`src/rtl/bram_loader_if.sv`:
```
// Host-side job control, byte stream and bram write port of the loader,
// bundled so the loader and its environment share one definition.
interface bram_loader_if #(
    parameter int ABITS = 8,
    parameter int DBITS = 512
);
    // Job control
    logic             start;
    logic [ABITS-1:0] base_addr;
    logic [ABITS:0]   num_words;
    logic             busy;
    logic             done;

    // Byte stream from the host
    logic             in_valid;
    logic [7:0]       in_data;
    logic             in_ready;

    // Write port into the operand bram
    logic [ABITS-1:0] wr_addr;
    logic [DBITS-1:0] wr_data;
    logic             wr_en;

    // Host / environment side
    modport master (
        output start, base_addr, num_words, in_valid, in_data,
        input  busy, done, in_ready, wr_addr, wr_data, wr_en
    );

    // Loader side
    modport slave (
        input  start, base_addr, num_words, in_valid, in_data,
        output busy, done, in_ready, wr_addr, wr_data, wr_en
    );
endinterface

```
`src/rtl/bram_loader.sv`:
```
// Packs host bytes little-endian into DBITS-wide words and writes each
// completed word to consecutive bram addresses, then pulses done.
// Every output is a flop or a decode of the state register, so no input
// has a combinational path to an output.
module bram_loader #(
    parameter int ABITS = 8,
    parameter int DBITS = 512
) (
    input  logic         clk,
    input  logic         reset,
    bram_loader_if.slave bus
);
    localparam int NB    = DBITS / 8;
    localparam int CBITS = (NB > 1) ? $clog2(NB) : 1;

    localparam logic [1:0] S_IDLE  = 2'd0;
    localparam logic [1:0] S_FILL  = 2'd1;
    localparam logic [1:0] S_WRITE = 2'd2;
    localparam logic [1:0] S_DONE  = 2'd3;

    localparam logic [CBITS-1:0] LAST_BYTE = CBITS'(NB - 1);
    localparam logic [ABITS:0]   ONE_WORD  = (ABITS + 1)'(1);

    logic [1:0]       state_q,      state_d;
    logic [CBITS-1:0] byte_cnt_q,   byte_cnt_d;
    logic [ABITS:0]   words_left_q, words_left_d;
    logic [ABITS-1:0] cur_addr_q,   cur_addr_d;
    logic [DBITS-1:0] pack_q,       pack_d;
    logic [ABITS-1:0] wr_addr_q,    wr_addr_d;
    logic [DBITS-1:0] wr_data_q,    wr_data_d;

    logic accept;

    // A byte transfers only while filling; in_ready is a pure state decode.
    assign accept       = bus.in_valid && (state_q == S_FILL);

    assign bus.in_ready = (state_q == S_FILL);
    assign bus.wr_en    = (state_q == S_WRITE);
    assign bus.busy     = (state_q != S_IDLE);
    assign bus.done     = (state_q == S_DONE);
    assign bus.wr_addr  = wr_addr_q;
    assign bus.wr_data  = wr_data_q;

    // Next-state and datapath: job setup, byte packing, word commit.
    always_comb begin
        // NOTE: every _d starts as its _q so no path through this block leaves a latch.
        state_d      = state_q;
        byte_cnt_d   = byte_cnt_q;
        words_left_d = words_left_q;
        cur_addr_d   = cur_addr_q;
        pack_d       = pack_q;
        wr_addr_d    = wr_addr_q;
        wr_data_d    = wr_data_q;

        case (state_q)
            S_IDLE: begin
                if (bus.start) begin
                    cur_addr_d   = bus.base_addr;
                    words_left_d = bus.num_words;
                    byte_cnt_d   = '0;
                    pack_d       = '0;
                    state_d      = (bus.num_words == '0) ? S_DONE : S_FILL;
                end
            end

            S_FILL: begin
                if (accept) begin
                    for (int i = 0; i < NB; i++) begin
                        if (byte_cnt_q == CBITS'(i)) begin
                            pack_d[8*i +: 8] = bus.in_data;
                        end
                    end
                    if (byte_cnt_q == LAST_BYTE) begin
                        // Word complete: hand it to the write port registers
                        // so wr_data/wr_addr hold steady after the write.
                        byte_cnt_d = '0;
                        wr_data_d  = pack_d;
                        wr_addr_d  = cur_addr_q;
                        state_d    = S_WRITE;
                    end else begin
                        byte_cnt_d = byte_cnt_q + CBITS'(1);
                    end
                end
            end

            S_WRITE: begin
                cur_addr_d   = cur_addr_q + ABITS'(1);
                words_left_d = words_left_q - ONE_WORD;
                state_d      = (words_left_q == ONE_WORD) ? S_DONE : S_FILL;
            end

            S_DONE: begin
                state_d = S_IDLE;
            end

            default: begin
                state_d = S_IDLE;
            end
        endcase
    end

    // State and datapath registers; reset discards any partial word.
    always_ff @(posedge clk or posedge reset) begin
        if (reset) begin
            state_q      <= S_IDLE;
            byte_cnt_q   <= '0;
            words_left_q <= '0;
            cur_addr_q   <= '0;
            pack_q       <= '0;
            wr_addr_q    <= '0;
            wr_data_q    <= '0;
        end else begin
            // NOTE: non-blocking assignments here so every flop samples pre-edge values.
            state_q      <= state_d;
            byte_cnt_q   <= byte_cnt_d;
            words_left_q <= words_left_d;
            cur_addr_q   <= cur_addr_d;
            pack_q       <= pack_d;
            wr_addr_q    <= wr_addr_d;
            wr_data_q    <= wr_data_d;
        end
    end
endmodule

```
`src/flat_wrapper.sv`:
```
// flat-port wrapper written by rule: the top's interface ports become plain ports
module bram_loader_flat 
#(
    parameter int ABITS = 8,
    parameter int DBITS = 512
)
  (clk, reset, bus_start, bus_base_addr, bus_num_words, bus_in_valid, bus_in_data, bus_busy, bus_done, bus_in_ready, bus_wr_addr, bus_wr_data, bus_wr_en);
  bram_loader_if #(.ABITS(ABITS), .DBITS(DBITS)) bus_i ();
  input  logic clk;
  input  logic reset;
  input wire logic [$bits(bus_i.start)-1:0] bus_start;
  input wire logic [$bits(bus_i.base_addr)-1:0] bus_base_addr;
  input wire logic [$bits(bus_i.num_words)-1:0] bus_num_words;
  input wire logic [$bits(bus_i.in_valid)-1:0] bus_in_valid;
  input wire logic [$bits(bus_i.in_data)-1:0] bus_in_data;
  output wire logic [$bits(bus_i.busy)-1:0] bus_busy;
  output wire logic [$bits(bus_i.done)-1:0] bus_done;
  output wire logic [$bits(bus_i.in_ready)-1:0] bus_in_ready;
  output wire logic [$bits(bus_i.wr_addr)-1:0] bus_wr_addr;
  output wire logic [$bits(bus_i.wr_data)-1:0] bus_wr_data;
  output wire logic [$bits(bus_i.wr_en)-1:0] bus_wr_en;
  assign bus_i.start = bus_start;
  assign bus_i.base_addr = bus_base_addr;
  assign bus_i.num_words = bus_num_words;
  assign bus_i.in_valid = bus_in_valid;
  assign bus_i.in_data = bus_in_data;
  assign bus_busy = bus_i.busy;
  assign bus_done = bus_i.done;
  assign bus_in_ready = bus_i.in_ready;
  assign bus_wr_addr = bus_i.wr_addr;
  assign bus_wr_data = bus_i.wr_data;
  assign bus_wr_en = bus_i.wr_en;
  bram_loader #(.ABITS(ABITS), .DBITS(DBITS)) u_core (.clk(clk), .reset(reset), .bus(bus_i));
endmodule
```
`config.mk`:
```
export PLATFORM = sky130hd
export DESIGN_NAME = bram_loader_flat
export DESIGN_NICKNAME = d
export VERILOG_FILES = /design/src/rtl/bram_loader_if.sv /design/src/rtl/bram_loader.sv /design/src/flat_wrapper.sv
export SDC_FILE = /design/constraint.sdc
export NUM_CORES = 2
export LEC_CHECK = 0
export CAP_MARGIN = 30
export CELL_PAD_IN_SITES_DETAIL_PLACEMENT = 1
export CELL_PAD_IN_SITES_GLOBAL_PLACEMENT = 1
export CORE_ASPECT_RATIO = 1.75
export CORE_UTILIZATION = 48
export CTS_CLUSTER_DIAMETER = 120
export DETAILED_ROUTE_END_ITERATION = 10
export MAX_ROUTING_LAYER = met4
export PLACE_DENSITY_LB_ADDON = 0.15
export SYNTH_ARGS = -nofsm -noshare
export SYNTH_HDL_FRONTEND = slang
export SYNTH_SLANG_ARGS = --single-unit
```
`constraint.sdc`:
```
create_clock -name clk -period 92.8 [get_ports clk]
set_input_delay 18.56 -clock clk [delete_from_list [all_inputs] [get_ports clk]]
set_output_delay 18.56 -clock clk [all_outputs]
set_load 0.03 [all_outputs]
```
# Word level (Yosys, flattened, before mapping)

Index checks and enable logic that the tools add are counted.

Register bits after elaboration: 1057
Latch bits: 0
Bits in writable memories: 0
Memory bits (read-only): 0
Input port bits: 29
Output and inout port bits: 524
Word-level logic and storage cells: 172
Memories: 0

Add/sub/neg operators: 3
$mul: 0
Div/mod/pow operators: 0
Magnitude comparators: 0
Eq/ne operators: 70
Shift operators: 0
Mux-type cells: 81
Bitwise operators: 0
Reduce and logical (&&, ||, !) cells: 11

Operator list:

| cell                  | count |
|---|---|
| $mux W512             | 2 |
| $pmux W512 S2         | 1 |
| $mux W8               | 65 |
| $eq A6 B6 Y1 const B  | 32 |
| $eq A6 B5 Y1 const B  | 16 |
| $eq A6 B4 Y1 const B  | 8 |
| $eq A6 B3 Y1 const B  | 4 |
| $mux W6               | 3 |
| $pmux W9 S2           | 1 |
| $pmux W8 S2           | 1 |
| $eq A6 B2 Y1 const B  | 2 |
| $pmux W6 S2           | 1 |
| $mux W2               | 5 |
| $eq A9 B1 Y1 const B  | 1 |
| $logic_not A9 Y1      | 1 |
| $mux W9               | 1 |
| $reduce_and A3 Y1     | 3 |
| $sub A9 B1 Y9 const B | 1 |
| $add A8 B1 Y8 const B | 1 |
| $pmux W2 S4           | 1 |
| $add A6 B1 Y6 const B | 1 |
| $eq A6 B1 Y1 const B  | 1 |
| $logic_not A6 Y1      | 1 |
| $reduce_bool A2 Y1    | 3 |
| 7 further kinds       | 9 |

# Logic depth before layout (Yosys ltp)

Word-level depth: 4
Gate-level depth with buffers: 11
Mapped depth without buffers: 6

# Least setup slack after synthesis

No wires, ideal clock.

Kind: input to register
Start point: input port bus_in_valid
End point: register u_core.wr_data_q[100], in the netlist u_core.bus.wr_data[100]
Setup time: 0.132 ns
Data arrival time: 19.809 ns
Required time: 92.668 ns
Path slack: 72.859 ns
Cell stages on the path: 9
Path through: nand3b_4 or3_1 buf_2 buf_4 buf_6 buf_6 buf_6 nand2_1 o21ai_1

Cells in the longest elaborated chain, start to end: 2

RTL lines:

| element                            | line               | RTL |
|---|---|---|
| from (decl)                        | flat_wrapper.sv:14 | `input wire logic [$bits(bus_i.in_valid)-1:0] bus_in_valid;` |
| $logic_and A1 B1 Y1                | bram_loader.sv:35  | `assign accept = bus.in_valid && (state_q == S_FILL);` |
| $reduce_and A3 Y1 (no source line) | --                 |  |
| to (signal assigned)               | bram_loader.sv:120 | `wr_data_q <= wr_data_d;` |
| to (decl)                          | bram_loader.sv:30  | `logic [DBITS-1:0] wr_data_q, wr_data_d;` |

Every way passes these cells.
A chain may end at the register's enable or synchronous reset.

# Worst setup path in the final report

Start point: input port bus_in_valid
End point: register u_core.wr_data_q[363], in the netlist u_core.bus.wr_data[363]

Same word-level chain as after synthesis.

==> qor.yml <==
drt:
  vias: 32770
  drt_wl_total_mm: 140.4
  drc_errors: 0
  viasPerCell: 5.984
  final_antenna_net_count: 0
  post_drt_wl_per_cell_um: 25.64
  firstDrtPassIters: 5
  dr.first_iter.drc_count: 2145
floorplanning:
  core_area_sq_mm: 0.09178
  die_height_um: 404.4
  dieWidth_um: 232.0
  ioPinCount: 553
  die-area_sq_mm: 0.09381
  rows: 147
  start_util_pct: 48.40
pwr:
  powerDensity_mw_per_mm2: 19.82
  switching_share_pct: 28.34
  ir_drop_mv: 0.01213
  seqPwrFrac_pct: 46.9
  p_total_mw: 1.065
  power_leakage_nw: 23.54
  comb_power_share_pct: 14.1
  p_sw_mw: 0.3020
  clkPwrFrac_pct: 39.0
  intPower_mw: 0.7635
cts:
  cts_buffer_depth: 3
  cts_tree: "done"
  numClockSinks: 1049
  cts_max_level: 3
  cts-resized-gates: 0
  cts_buffers: 96
  cts-hold-fix-buffers: 0
  clk_latency_ps: 690
  clkTransAtPathRegs_ps: 60
  clock-root-buffer: "clkbuf_16"
  post_cts_buffers: 0
synth:
  ys_seq_elements: 1049
  syn_inst: 3804
  ys.flop_type: "dfrtp_1"
  syn_avg_cell_area_sq_um: 11.68
  synth.cell_area_sq_mm: 0.04442
  synth_cell_type_count: 57
  seq_area_frac_synth_pct: 59.10
  synth_fp_nets: 3840
  synth_edf_count: 0
  yosys_warnings: 0
  ys_async_sr_fraction_pct: 100.0
timing:
  hold_violations: 0
  fin_skew_ps: 30.55
  fin_crit_ps: 22180
  setup_violations: 0
  setup_tns_ps: 0
  period_share_pct: 23.90
  timing.fmax_ghz: 0.04508
  slew_headroom_pct: 20.97
  whs_ps: 482.2
  slew_violations: 0
  rsz0062_at_grt: "no"
  tightest_slew_ps: 1185
  finalWorstSetupSlack_ps: 70620
worst_setup_path:
  critical-path-max-stage-delay_ps: 830
  crit_top_cell: "buf_4"
  crit_arrival_ps: 22770
  end_kind: "flop"
  crit_path_max_fanout: 96
  path_cells: "clkdlybuf4s50_1 > nand3b_4 > or3_4 > buf_4 > buf_4 > buf_4 > buf_16 > nand2_1 > o21ai_1"
  endpoint: "u_core.bus.wr_data[363]"
  rr_startpoint: "u_core.byte_cnt_q[3]"
  critPathLaunchType: "input pin"
  critPathTopFamily: "buffers and inverters"
  startpoint: "bus_in_valid"
  crit_cells: 9
  required_ps: 93390
  r2r_end: "u_core.bus.wr_data[363]"
  slowest_stage: "buf_4"
  critPathBufInv: 5
  r2r_slack_ps: 88230
  worstSetupPathType: "in2reg"
  reg2regPathDepth: 9
final_layout:
  final_nets: 4243
  post-route-util_pct: 58.57
  final_cell_mix: "1,049 x dfrtp_1, 590 x nand2_1, 544 x clkdlybuf4s50_1"
  diodes: 0
  fin_area_sq_mm: 0.05375
  drive_above_1_share_pct: 7.493
  syn_to_final_growth_pct: 21.01
  final_common_cell: "dfrtp_1"
  fin_cells: 5476
global_routing:
  antenna_found_initial: 1
  grt_max_degree: 262
  grt_pass1_vias: 34720
  grt_pass1_wl_mm: 216.5
  grt_usage_pct: 31.11
  grt_overflow: 0
placement:
  placed_cells: 5296
  place_congestion: 0.7952
  dp_hpwl_mm: 88.61
  placed_area_sq_mm: 0.05035
  pre_cts_slack_ps: 69890
  portBuffers: 552
job:
  cap_violations: 0
outcome:
  outcome: "finished, final reports clean"
worst_hold_path:
  min_path_type: "reg2reg"
==> cells by family after synthesis <==
group	count (synthesis)	share of synthesized area, %
AOI/OAI and AO/OA	1127	17.12
DFF	1049	59.10
and+or+nand+nor	799	8.411
muxes	505	11.38
buffers and inverters	315	3.760
adders and majority gates	7	0.1972
xor gates and xnor gates	2	0.03944
==> power by group through the flow <==
stage / Sequential (mW) / Clock [mW] / Combinational [mW]
after global placement: 0.506 / 0 / 0.145
after detailed placement: 0.507 / 0 / 0.149
after CTS: 0.499 / 0.422 / 0.151
after global routing: 0.502 / 0.437 / 0.162
after floorplan: 0.501 / 0 / 0.106
final: 0.500 / 0.415 / 0.150
==> layout make-up <==
class,instances,area [sq um]
Clock inverter,34,379.1
Inverter,13,56.30
Clock buffer,141,2887
Fill cell,9316,38030
Sequential cell,1049,26250
Multi-Input combinational cell,2440,16520
Tap cell,1192,1491
Timing Repair Buffer,607,6167
==> synth_stat cells, types with 19 or more instances <==
master	count	share of area, %
nor3_1	30	0.34
nor2_4	30	0.76
nor2_1	19	0.16
nor2_2	26	0.37
a22o_1	504	9.9
mux2i_1	505	11
dfrtp_1	1049	59
buf_6	55	1.4
o21ai_1	504	5.7
buf_2	33	0.37
nand2_1	590	5.0
o21ai_0	82	0.92
clkbuf_1	200	1.7
==> worst min-delay path by stage <==
stage / start / endpoint / slack (ps) / depth (start not counted)
finish: u_core.bus.wr_data[490] / u_core.bus.wr_data[490] / 480 / 2
detailed placement: u_core.bus.wr_addr[3] / u_core.bus.wr_addr[3] / 470 / 2
floorplan: u_core.words_left_q[5] / u_core.words_left_q[5] / 460 / 2
CTS: u_core.bus.wr_data[510] / u_core.bus.wr_data[510] / 490 / 2
global route: u_core.bus.wr_data[306] / u_core.bus.wr_data[306] / 500 / 2
global placement: u_core.bus.wr_data[489] / u_core.bus.wr_data[489] / 460 / 2
==> worst register-to-register path: cells and delay by family, from the launching register on <==
kind,cells,cell delay (ps)
buffers and inverters,5,2730
AOI/OAI and AO/OA,1,100
DFF,1,730
and+or+nand+nor,3,920
==> flip-flops by register name, summed over array words and instances (netlist names) <==
register and count:
u_core.pack_q 504, u_core.words_left_q 9, u_core.byte_cnt_q 6, u_core.bus.wr_addr 8, u_core.state_q 2, u_core.cur_addr_q 8
u_core.bus.wr_data 512
==> per-layer routing <==
metal	GRT usage (%)	vias up	share of wire [%]
met5	-	-	0
met4	11.22	0	3.4
met3	4.131	215	5.1
met2	49.72	976	49
met1	40.62	17170	43
li1	-	14410	-
(Power assumes the default switching activity.)
